**config.mk**
```make
export PLATFORM = sky130hd
export DESIGN_NAME = io_sw_debounce
export DESIGN_NICKNAME = d
export VERILOG_FILES = /design/src/rtl/io_pkg.sv /design/src/rtl/sw_debounce_bit.sv /design/src/rtl/io_sw_debounce.sv
export SDC_FILE = /design/constraint.sdc
export NUM_CORES = 1
export LEC_CHECK = 0
export BUFFER_PORTS_ARGS = -buffer_cell sky130_fd_sc_hd__clkbuf_2
export CORE_MARGIN = 1.5
export CORE_UTILIZATION = 31
export DETAILED_ROUTE_END_ITERATION = 12
export SYNTH_ARGS = -nofsm -noshare
export SYNTH_HDL_FRONTEND = slang
export SYNTH_HIERARCHICAL = 1
export SYNTH_SLANG_ARGS = --single-unit
```
**constraint.sdc**
```tcl
create_clock -name i_clk -period 3.3 [get_ports i_clk]
set_clock_uncertainty 0.2 [all_clocks]
set_input_delay 0.66 -clock i_clk [delete_from_list [all_inputs] [get_ports i_clk]]
set_output_delay 0.66 -clock i_clk [all_outputs]
set_load 0.1 [all_outputs]
```
**src/rtl/io_pkg.sv**
```systemverilog
// -----------------------------------------------------------------------------
// io_pkg
//   Shared constants and types for the core's I/O-side peripherals.
//   IO_SW_W      : width of the switch word presented to the core.
//   TICK_DIV_DEF : default clocks per debounce sample tick (1 ms at 50 MHz).
//   DB_TICKS_DEF : default number of consecutive differing ticks to accept a change.
//   io_word_t    : one core-visible I/O word.
// -----------------------------------------------------------------------------
package io_pkg;

  localparam int IO_SW_W      = 32;
  localparam int TICK_DIV_DEF = 50000;
  localparam int DB_TICKS_DEF = 16;

  typedef logic [IO_SW_W-1:0] io_word_t;

endpackage : io_pkg

```
**src/rtl/sw_debounce_bit.sv**
```systemverilog
// -----------------------------------------------------------------------------
// sw_debounce_bit
//   One switch bit: two-flop synchroniser, run-length counter and accepted
//   (stable) level. The counter only advances on sample ticks supplied by the
//   parent, so the debounce window is DB_TICKS ticks long.
//
//   Optional build macro IO_SW_DB_BYPASS_EN: no counter; the stable flop simply
//   follows the synchronised level every clock and i_tick is ignored.
//
// Ports
//   i_clk      system clock
//   i_reset_n  asynchronous active-low reset
//   i_raw      raw switch pin (asynchronous to i_clk)
//   i_tick     one-cycle sample-tick strobe
//   o_stable   accepted (debounced) level, a register
//   o_upd      high in the cycle whose closing edge changes o_stable
// -----------------------------------------------------------------------------
module sw_debounce_bit #(
  parameter int DB_TICKS = 16
) (
  input  logic i_clk,
  input  logic i_reset_n,
  input  logic i_raw,
  input  logic i_tick,
  output logic o_stable,
  output logic o_upd
);

  logic sync1_q;
  logic sync2_q;
  logic stable_q;
  logic stable_d;
  logic upd_s;

  // Two-flop synchroniser; nothing may read the first stage.
  always_ff @(posedge i_clk or negedge i_reset_n) begin
    if (!i_reset_n) begin
      sync1_q <= 1'b0;
      sync2_q <= 1'b0;
    end else begin
      sync1_q <= i_raw;
      sync2_q <= sync1_q;
    end
  end

`ifdef IO_SW_DB_BYPASS_EN

  logic tick_unused_s;
  assign tick_unused_s = i_tick;

  // Bypass: accept the synchronised level immediately.
  always_comb begin
    stable_d = sync2_q;
    upd_s    = sync2_q ^ stable_q;
  end

  // Accepted-level register.
  always_ff @(posedge i_clk or negedge i_reset_n) begin
    if (!i_reset_n) begin
      stable_q <= 1'b0;
    end else begin
      stable_q <= stable_d;
    end
  end

`else

  localparam int              CNT_W   = $clog2(DB_TICKS);
  localparam logic [CNT_W-1:0] CNT_MAX = CNT_W'(DB_TICKS - 1);

  logic [CNT_W-1:0] cnt_q;
  logic [CNT_W-1:0] cnt_d;

  // Counter runs while the sample differs from the accepted level; any equal
  // sample restarts it, and reaching CNT_MAX on a differing sample accepts.
  always_comb begin
    cnt_d    = cnt_q;
    stable_d = stable_q;
    upd_s    = 1'b0;
    if (i_tick) begin
      if (sync2_q == stable_q) begin
        cnt_d = {CNT_W{1'b0}};
      end else if (cnt_q == CNT_MAX) begin
        stable_d = sync2_q;
        cnt_d    = {CNT_W{1'b0}};
        upd_s    = 1'b1;
      end else begin
        cnt_d = cnt_q + CNT_W'(1);
      end
    end else begin
      cnt_d = cnt_q;
    end
  end

  // Counter and accepted-level registers.
  always_ff @(posedge i_clk or negedge i_reset_n) begin
    if (!i_reset_n) begin
      cnt_q    <= {CNT_W{1'b0}};
      stable_q <= 1'b0;
    end else begin
      cnt_q    <= cnt_d;
      stable_q <= stable_d;
    end
  end

`endif

  assign o_stable = stable_q;
  assign o_upd    = upd_s;

endmodule : sw_debounce_bit

```
**src/rtl/io_sw_debounce.sv**
```systemverilog
// -----------------------------------------------------------------------------
// io_sw_debounce
//   Switch-port peripheral for the single-cycle core. Synchronises and
//   debounces N_SW raw board switches, presents them zero-extended as a 32-bit
//   word, and keeps sticky per-bit change flags with a masked clear strobe.
//
//   Optional build macro IO_SW_DB_BYPASS_EN: prescaler and debounce counters
//   are not built, the debounced word follows the synchronised pins with three
//   cycles of latency, and o_tick is tied low. Intended for fast simulation.
//
// Ports
//   i_clk           system clock
//   i_reset_n       asynchronous active-low reset
//   i_sw            raw switch pins (asynchronous)
//   i_evt_clr       one-cycle strobe clearing the flags selected by the mask
//   i_evt_clr_mask  per-bit clear select, ignored while i_evt_clr is low
//   o_io_sw         {zeros, debounced state} for the core's switch input
//   o_sw_event      sticky flag per bit, set when the debounced bit changes
//   o_irq           registered OR of o_sw_event
//   o_tick          registered one-cycle sample-tick pulse (debug)
// -----------------------------------------------------------------------------
module io_sw_debounce
  import io_pkg::*;
#(
  parameter int N_SW     = 17,
  parameter int TICK_DIV = TICK_DIV_DEF,
  parameter int DB_TICKS = DB_TICKS_DEF
) (
  input  logic            i_clk,
  input  logic            i_reset_n,
  input  logic [N_SW-1:0] i_sw,
  input  logic            i_evt_clr,
  input  logic [N_SW-1:0] i_evt_clr_mask,
  output io_word_t        o_io_sw,
  output logic [N_SW-1:0] o_sw_event,
  output logic            o_irq,
  output logic            o_tick
);

  logic            tick_s;
  logic [N_SW-1:0] stable_s;
  logic [N_SW-1:0] upd_s;
  logic [N_SW-1:0] set_s;
  logic [N_SW-1:0] clr_s;
  logic [N_SW-1:0] evt_q;
  logic [N_SW-1:0] evt_d;
  logic            irq_q;
  io_word_t        io_d;

  for (genvar k = 0; k < N_SW; k++) begin : g_bit
    sw_debounce_bit #(
      .DB_TICKS (DB_TICKS)
    ) u_bit (
      .i_clk     (i_clk),
      .i_reset_n (i_reset_n),
      .i_raw     (i_sw[k]),
      .i_tick    (tick_s),
      .o_stable  (stable_s[k]),
      .o_upd     (upd_s[k])
    );
  end

  // Zero-extend the debounced bits to the core word.
  always_comb begin
    io_d             = '0;
    io_d[N_SW-1:0]   = stable_s;
  end

`ifdef IO_SW_DB_BYPASS_EN

  assign tick_s  = 1'b0;
  assign o_tick  = 1'b0;
  // The stable flops are already the third register stage, so they drive the
  // port directly and events set on the same edge the word changes.
  assign o_io_sw = io_d;
  assign set_s   = upd_s;

`else

  localparam int               PRE_W   = $clog2(TICK_DIV);
  localparam logic [PRE_W-1:0] PRE_MAX = PRE_W'(TICK_DIV - 1);

  logic [PRE_W-1:0] pre_q;
  logic [PRE_W-1:0] pre_d;
  logic             tick_q;
  logic [N_SW-1:0]  upd_q;
  io_word_t         io_q;

  // Sample-tick prescaler, wrapping at TICK_DIV-1.
  always_comb begin
    tick_s = (pre_q == PRE_MAX);
    if (tick_s) begin
      pre_d = {PRE_W{1'b0}};
    end else begin
      pre_d = pre_q + PRE_W'(1);
    end
  end

  // Prescaler, tick output and output word registers. upd_q delays the change
  // strobe so the event flag rises together with the updated o_io_sw.
  always_ff @(posedge i_clk or negedge i_reset_n) begin
    if (!i_reset_n) begin
      pre_q  <= {PRE_W{1'b0}};
      tick_q <= 1'b0;
      upd_q  <= {N_SW{1'b0}};
      io_q   <= '0;
    end else begin
      pre_q  <= pre_d;
      tick_q <= tick_s;
      upd_q  <= upd_s;
      io_q   <= io_d;
    end
  end

  assign o_tick  = tick_q;
  assign o_io_sw = io_q;
  assign set_s   = upd_q;

`endif

  // Sticky event flags: masked clear, with a same-cycle set taking priority.
  always_comb begin
    if (i_evt_clr) begin
      clr_s = i_evt_clr_mask;
    end else begin
      clr_s = {N_SW{1'b0}};
    end
    evt_d = (evt_q & ~clr_s) | set_s;
  end

  // Event flags and interrupt register (irq trails the flags by one cycle).
  always_ff @(posedge i_clk or negedge i_reset_n) begin
    if (!i_reset_n) begin
      evt_q <= {N_SW{1'b0}};
      irq_q <= 1'b0;
    end else begin
      evt_q <= evt_d;
      irq_q <= |evt_q;
    end
  end

  assign o_sw_event = evt_q;
  assign o_irq      = irq_q;

endmodule : io_sw_debounce
```
==> results of run 1 <==
-- layer usage --
layer,share of wire,GRT usage,vias up
met3,0.048,0.0315,17
met1,0.50,0.161,2535
li1,-,-,2595
met5,0,0,-
met4,0.011,0.0340,0
met2,0.44,0.171,79
-- synth_stat cells, types with 18 or more instances --
cell type,instances
dfrtp_1,188
nand3_1,88
nand2_1,55
inv_1,52
buf_4,32
nor2_1,25
nand4_1,21
a21oi_1,18
ha_1,18
mux2i_1,18
nand2b_1,18
xor2_2,18
-- final cells by class --
class | instances | area, um^2
clock buffer | 20 | 447
clock inverter | 12 | 208
fill | 2514 | 16400
inverter | 52 | 195
multi-input combinational | 443 | 3040
sequential | 188 | 4700
tap | 335 | 419
timing repair buffer | 78 | 477
-- worst max-delay path by stage --
stage | from | to | cells past startpoint
after floorplan | pre_q[0] | g_bit[9].u_bit/o_stable | 8
after CTS | pre_q[0] | g_bit[6].u_bit/o_stable | 6
after detailed placement | pre_q[0] | g_bit[6].u_bit/o_stable | 6
after global placement | pre_q[0] | g_bit[10].u_bit/o_stable | 6
final | pre_q[0] | g_bit[6].u_bit/o_stable | 6
after global routing | pre_q[0] | g_bit[6].u_bit/o_stable | 6
-- cells by family after synthesis --
| family | count (synthesis) | share of synthesized area |
|---|---|---|
| xor+xnor | 29 | 0.0477 |
| simple gates | 242 | 0.160 |
| compound gates | 104 | 0.0852 |
| mux | 35 | 0.0456 |
| other cells | 1 | 0.000460 |
| buf+inv | 88 | 0.0563 |
| fa+ha+maj | 18 | 0.0276 |
| flops | 188 | 0.577 |
-- through the flow --
step | setup slack (ps) | power, mW | cells | hold WS [ps]
floorplan | 1200 | 2.49 | 719 | 131
global placement | 961 | 2.57 | 1096 | 134
detailed placement | 891 | 2.57 | 1096 | 135
CTS | 880 | 4.86 | 1128 | 80.9
global route | 727 | 4.96 | 1128 | 103
finish | 902 | 4.79 | 1128 | 71.1
-- worst max-delay path: stages, from the launching register on --
cell	delay, ps
dfrtp_1	390
ha_1	190
and3_1	270
and4_4	490
buf_12	290
nand4_1	150
mux2_2	280
-- registers in the layout (all words and copies together) (netlist names) --
| signal | count |
|---|---|
| g_bit.u_bit/cnt_q | 68 |
| g_bit.u_bit/o_stable | 17 |
| g_bit.u_bit/sync1_q | 17 |
| g_bit.u_bit/sync2_q | 17 |
| o_io_sw | 17 |
| o_irq | 1 |
| o_sw_event | 17 |
| o_tick | 1 |
| pre_q | 16 |
| set_s | 17 |
-- power by group through the flow --
stage,clock (mW),sequential (mW),combinational (mW)
floorplan,0,2.38,0.114
detailed placement,0,2.38,0.187
global placement,0,2.38,0.187
global route,2.42,2.34,0.200
CTS,2.34,2.34,0.188
finish,2.27,2.34,0.181
==> impl_metrics.ini, run 1 <==
[outcome]
status = finished clean

[die]
chipWidth_um = 165
core-area_mm2 = 0.0259
start_util = 0.315
die_h_um = 165
num_rows = 59
pin_count = 88
die-area_mm2 = 0.0273

[finish]
syn_to_final_growth_pct = 16.5
layout_commonest_cell = dfrtp_1
finalInstanceArea_mm2 = 0.00949
layout_common_cells = 188 x dfrtp_1, 88 x nand3_1, 71 x clkbuf_2
drive_gt1_frac = 0.188
diodes = 0
fin_util = 0.366
finalNetCount = 835

[setup_path]
reg2regPathDepth = 6
r2r_start = pre_q[0]
required_ps = 3410
r2r_setup_slack_ps = 900
critPathKind = flop to flop
r2r-end = g_bit[6].u_bit/o_stable
critPathCaptureType = flop
path_max_fanout = 64
arrival_ps = 2510
crit_path_start_kind = flop

[clock_tree]
clk_pin_slew_ps = 70
h-tree-depth = 4
postCtsSetupBuffers = 0
cts_hold_buf = 0
clock_path_buffers = 2
cts_tree = done
cts_resized = 0
cts_sinks = 188
clock_latency_ps = 430
clockRootBuffer = clkbuf_16
cts_buffers = 17

[synth]
synth_area_mm2 = 0.00815
synth_top_area_share = 0.577
syn_area_per_cell_um2 = 11.6
yosysSeqAreaShare = 0.577
synth_area_leaders = dfrtp_1 58%, nand3_1 5.4%, xor2_2 3.6%, buf_4 2.9%, ha_1 2.8%
synthCells = 705
synth-edff-count = 0
yosys_warnings = 6
synth_top_area_cell = dfrtp_1
ys_ff_latch = 188
synth_flop_cell = dfrtp_1
synthArstFlopShare = 1.00
ys_types = 38

[global_routing]
gr-total-overflow = 0
track_usage = 0.114
grt_max_degree = 79
first_global_vias = 4987
antenna_found_initial = 0
grt_pass1_wl_mm = 24.4

[route]
drtIter0Drc = 327
wl_mm = 14.9
firstDrtPassIters = 4
drc_errors = 0
postRouteAntennaNets = 0
viasPerCell = 4.63
vias = 5226
avgRoutedWirePerCell_um = 13.2

[pwr]
p_clk_frac = 0.474
power_density_mw_per_mm2 = 505
p_seq_frac = 0.488
ir_drop_mv = 0.307
intPower_mw = 3.73
p_switching_mw = 1.06
leakage_nw = 4.50
comb_power_share = 0.038
p_sw_frac = 0.221

[sta]
report.final.slew_viol_count = 0
rsz0062_at_grt = false
final-setup-viol-count = 0
slew_headroom = 0.568
hold_viol = 0
tns_ps = 0
finalCriticalPeriod_ps = 2400
tightest_slew_ps = 648
post-route-period-util = 0.727
fmax_mhz = 417

[run]
drv_cap = 0

[placed_design]
dp_hpwl_mm = 9.83
place.gp.congestion = 0.756
portBuffers = 72
place_area_mm2 = 0.00884

[min_path]
hold_class = input pin to async pin
Note: power is estimated with default switching activity, not from simulation.
==> run 2: changes to the inputs <==
==> constraint.sdc (replaced) <==
create_clock -name i_clk -period 2.1 [get_ports i_clk]
set_clock_uncertainty 0.2 [all_clocks]
set_input_delay 0.42 -clock i_clk [delete_from_list [all_inputs] [get_ports i_clk]]
set_output_delay 0.42 -clock i_clk [all_outputs]
set_load 0.1 [all_outputs]
==> impl_metrics.ini, run 2 (synthesis gave the netlist of run 1 again) <==
[min_path]
hold_class = input pin to flop
hp-start = i_evt_clr_mask[12]
hold_end = o_sw_event[12]
min_path_cells = 3

[setup_path]
arrival_ps = 1410
path_max_fanout = 3
crit_family = buffers and inverters
crit_path_start_kind = flop
r2r_setup_slack_ps = 110
critPathKind = flop to primary output
critPathCaptureType = primary output
critPathSlowestCell = clkbuf_2
r2r-end = g_bit[4].u_bit/o_stable
r2r_start = pre_q[1]
cp_num_buf_inv = 1
reg2regPathDepth = 6
required_ps = 1480
crit_path_max_incr_delay_ps = 510
path_cells = clkbuf_2

[sta]
finalWorstSetupSlack_ps = 72.7
slew_headroom = 0.617
tns_ps = 0
tightest_slew_ps = 576
rsz0062_at_grt = false
finalCriticalPeriod_ps = 2030
report.final.slew_viol_count = 0
whs_ps = 55.3
post-route-period-util = 0.965
fmax_mhz = 493
final-setup-viol-count = 0
hold_viol = 0

[die]
core-area_mm2 = 0.0259
pin_count = 88
die-area_mm2 = 0.0273
num_rows = 59
die_h_um = 165
start_util = 0.315
chipWidth_um = 165

[finish]
finalInstanceArea_mm2 = 0.00987
fin_util = 0.381
drive_gt1_frac = 0.214
largest-register = g_bit.u_bit/cnt_q
layout_common_cells = 188 x dfrtp_1, 88 x nand3_1, 71 x clkbuf_2
multi_input_area_mm2 = 0.00304
syn_to_final_growth_pct = 21.2
largest_register_ffs = 68
instances_no_fill = 1175
finalNetCount = 882
seqCellArea_mm2 = 0.00470
diodes = 0
layout_commonest_cell = dfrtp_1
fillers = 2507

[clock_tree]
cts_sinks = 188
clock_path_buffers = 2
cts_buffers = 17
h-tree-depth = 4
clk_pin_slew_ps = 70
cts_tree = done
clock_latency_ps = 430
clockRootBuffer = clkbuf_16

[placed_design]
dp.cells = 1121
dp_hpwl_mm = 10.7
portBuffers = 72
place.gp.congestion = 0.790
place_area_mm2 = 0.00902
post-place-ws_ps = 71.0

[route]
avgRoutedWirePerCell_um = 13.2
vias = 5448
drtIter0Drc = 286
postRouteAntennaNets = 0
viasPerCell = 4.64
drc_errors = 0
wl_mm = 15.5
firstDrtPassIters = 4

[pwr]
finalPower_mw = 7.22
ir_drop_mv = 0.434
power_density_mw_per_mm2 = 731
leakage_nw = 4.72

[outcome]
status = finished clean

[global_routing]
track_usage = 0.120
grt_pass1_wl_mm = 25.6
antenna_found_initial = 0
grt_max_degree = 54
first_global_vias = 5237
gr-total-overflow = 0

[run]
drv_cap = 0
run 2: cell count changes in the layout (fill, tap and decap cells not counted), sizes merged:
cell	delta
buf	+27
dlygate4sd3	+18
bufinv	-4
inv	+4
clkinv	+3
clkbuf	-1
run 2: what timing repair did:
action,in CTS,in global routing
setup buffers,0,2
endpoints found under the hold margin,51,0
gates resized for setup,0,0
setup endpoints to repair,0,9
hold buffers,18,0
run 2: worst max-delay path by stage:
stage | from | endpoint | cells past startpoint
2_1_floorplan | pre_q[0] | g_bit[9].u_bit/o_stable | 8
3_5_place_dp | pre_q[11] | g_bit[10].u_bit/cnt_q[2] | 6
5_1_grt | o_sw_event[3] | o_sw_event[3] | 1
4_1_cts | o_sw_event[4] | o_sw_event[4] | 1
3_3_place_gp | pre_q[11] | g_bit[10].u_bit/cnt_q[2] | 6
6_report | o_sw_event[3] | o_sw_event[3] | 1
run 2: area by class of cell:
class / count / share of cell area
sequential: 188 / 0.476
multi-input combinational: 443 / 0.308
timing repair buffer: 125 / 0.0921
clock buffer: 17 / 0.0431
tap: 335 / 0.0424
inverter: 52 / 0.0198
clock inverter: 15 / 0.0181
run 2: power breakdown:
part | switching [mW] | total (mW) | internal, mW
logic | 0.243 | 0.322 | 0.0784
clock network | 1.52 | 3.22 | 1.70
registers | 0.0208 | 3.67 | 3.65
total | 1.78 | 7.22 | 5.43
run 2: metal layers:
metal,track usage,wire length [um],up-vias
met5,0,0,-
met2,0.184,7200,79
met3,0.0270,479,8
met1,0.167,7720,2681
met4,0.0369,138,0
li1,-,-,2680
==> run 3: changes to the inputs <==
--- a/config.mk
+++ b/config.mk
@@ -6,9 +6,12 @@
 export NUM_CORES = 1
 export LEC_CHECK = 0
 export BUFFER_PORTS_ARGS = -buffer_cell sky130_fd_sc_hd__clkbuf_2
+export CELL_PAD_IN_SITES_DETAIL_PLACEMENT = 1
+export CELL_PAD_IN_SITES_GLOBAL_PLACEMENT = 2
 export CORE_MARGIN = 1.5
 export CORE_UTILIZATION = 31
 export DETAILED_ROUTE_END_ITERATION = 12
+export PLACE_DENSITY_LB_ADDON = 0.1
 export SYNTH_ARGS = -nofsm -noshare
 export SYNTH_HDL_FRONTEND = slang
 export SYNTH_HIERARCHICAL = 1
==> constraint.sdc (replaced) <==
create_clock -name i_clk -period 2.3 [get_ports i_clk]
set_clock_uncertainty 0.2 [all_clocks]
set_input_delay 0.46 -clock i_clk [delete_from_list [all_inputs] [get_ports i_clk]]
set_output_delay 0.46 -clock i_clk [all_outputs]
set_load 0.1 [all_outputs]
==> impl_metrics.ini, run 3 (synthesis gave the netlist of run 1 again) <==
[clock_tree]
cts_buffers = 17
h-tree-depth = 4
cts_tree = done
clock_latency_ps = 420
clockRootBuffer = clkbuf_16
clk_pin_slew_ps = 70
clock_path_buffers = 2
cts_sinks = 188
postCtsSetupBuffers = 0

[min_path]
hold_class = input pin to flop

[pwr]
ir_drop_mv = 0.514
finalPower_mw = 6.54
power_density_mw_per_mm2 = 676
leakage_nw = 4.60

[route]
postRouteAntennaNets = 0
wl_mm = 17.5
drtIter0Drc = 193
firstDrtPassIters = 4
drc_errors = 0
vias = 5504
avgRoutedWirePerCell_um = 15.1
viasPerCell = 4.76

[placed_design]
dp_hpwl_mm = 12.0
portBuffers = 72
place.gp.congestion = 0.774

[die]
die_h_um = 165
num_rows = 59
die-area_mm2 = 0.0273
pin_count = 88
chipWidth_um = 165
core-area_mm2 = 0.0259
start_util = 0.315

[sta]
finalCriticalPeriod_ps = 2120
whs_ps = 104
fmax_mhz = 472
post-route-period-util = 0.921
final-setup-viol-count = 0
report.final.slew_viol_count = 0
rsz0062_at_grt = false
slew_headroom = 0.606
tns_ps = 0
hold_viol = 0
tightest_slew_ps = 594

[setup_path]
path_cells = nor4b_1 -> and4_4 -> buf_12 -> nand4_1 -> mux2_2
critPathSlowestCell = dfrtp_1
crit_path_max_incr_delay_ps = 440
critPathKind = flop to flop
critPathCaptureType = flop
arrival_ps = 2220
cp_num_buf_inv = 1
crit_family = simple AND/OR/NAND/NOR gates
path_max_fanout = 55
required_ps = 2410
crit_path_start_kind = flop

[finish]
diodes = 0
drive_gt1_frac = 0.196
finalNetCount = 864
fillers = 2789
layout_commonest_cell = dfrtp_1
layout_common_cells = 188 x dfrtp_1, 88 x nand3_1, 71 x clkbuf_2
largest_register_ffs = 68
largest-register = g_bit.u_bit/cnt_q
syn_to_final_growth_pct = 18.7

[outcome]
status = finished clean

[global_routing]
track_usage = 0.137
antenna_found_initial = 0
first_global_vias = 5784
gr-total-overflow = 0
grt_pass1_wl_mm = 29.4
grt_max_degree = 56

[run]
drv_cap = 0
## run 3: stage by stage
stage               area [um^2]  cells   util  worst slack [ps]
detailed placement         8920   1107  0.344               175
global route               9680   1157  0.374              70.0
finish                     9680   1157  0.374               182
CTS                        9680   1157  0.374               174
floorplan                  8200    719      -               200
global placement           8920   1107  0.344               208
## run 3: worst paths after layout
check                                         from                      end  slack (ps)  cells past startpoint
min                             i_evt_clr_mask[15]           o_sw_event[15]         100                      3
max                                       pre_q[4]  g_bit[8].u_bit/o_stable         180                      5
min reg2reg                g_bit[13].u_bit/sync1_q  g_bit[13].u_bit/sync2_q         150                      0
max in group asynchronous                i_reset_n   g_bit[9].u_bit/sync2_q         870                      3
min in group asynchronous                i_reset_n   g_bit[8].u_bit/sync1_q         350                      2
max reg2reg                               pre_q[4]  g_bit[8].u_bit/o_stable         180                      5
## run 3: metal layers
metal,part of all wire,up-vias,GRT usage
met5,0,-,0
li1,-,2642,-
met3,0.027,9,0.0267
met1,0.48,2787,0.184
met2,0.48,66,0.227
met4,0.0086,0,0.0356
## run 3: power breakdown
part,leakage [nW],switching [mW],internal [mW]
clock,0.281,1.29,1.60
combinational,1.79,0.226,0.0673
sequential,2.53,0.0189,3.33
## run 3: cell type report
type                            instances  area, um^2  share of cell area
Clock buffer                           21         470              0.0486
Timing Repair Buffer                  107         739              0.0764
Inverter                               52         195              0.0202
Multi-Input combinational cell        443        3040               0.314
Sequential cell                       188        4700               0.486
Tap cell                              335         419              0.0433
Clock inverter                         11         108              0.0111
## run 3: repair_timing
item,4_1_cts,5_1_grt
setup endpoints to repair,0,0
gates resized for setup,0,0
hold buffers,18,0
hold endpoints to repair,56,0
## run 3: worst reg2reg max path, stage by stage (launching register included)
cell	delay, ps
dfrtp_1	440
nor4b_1	340
and4_4	340
buf_12	250
nand4_1	160
mux2_2	280
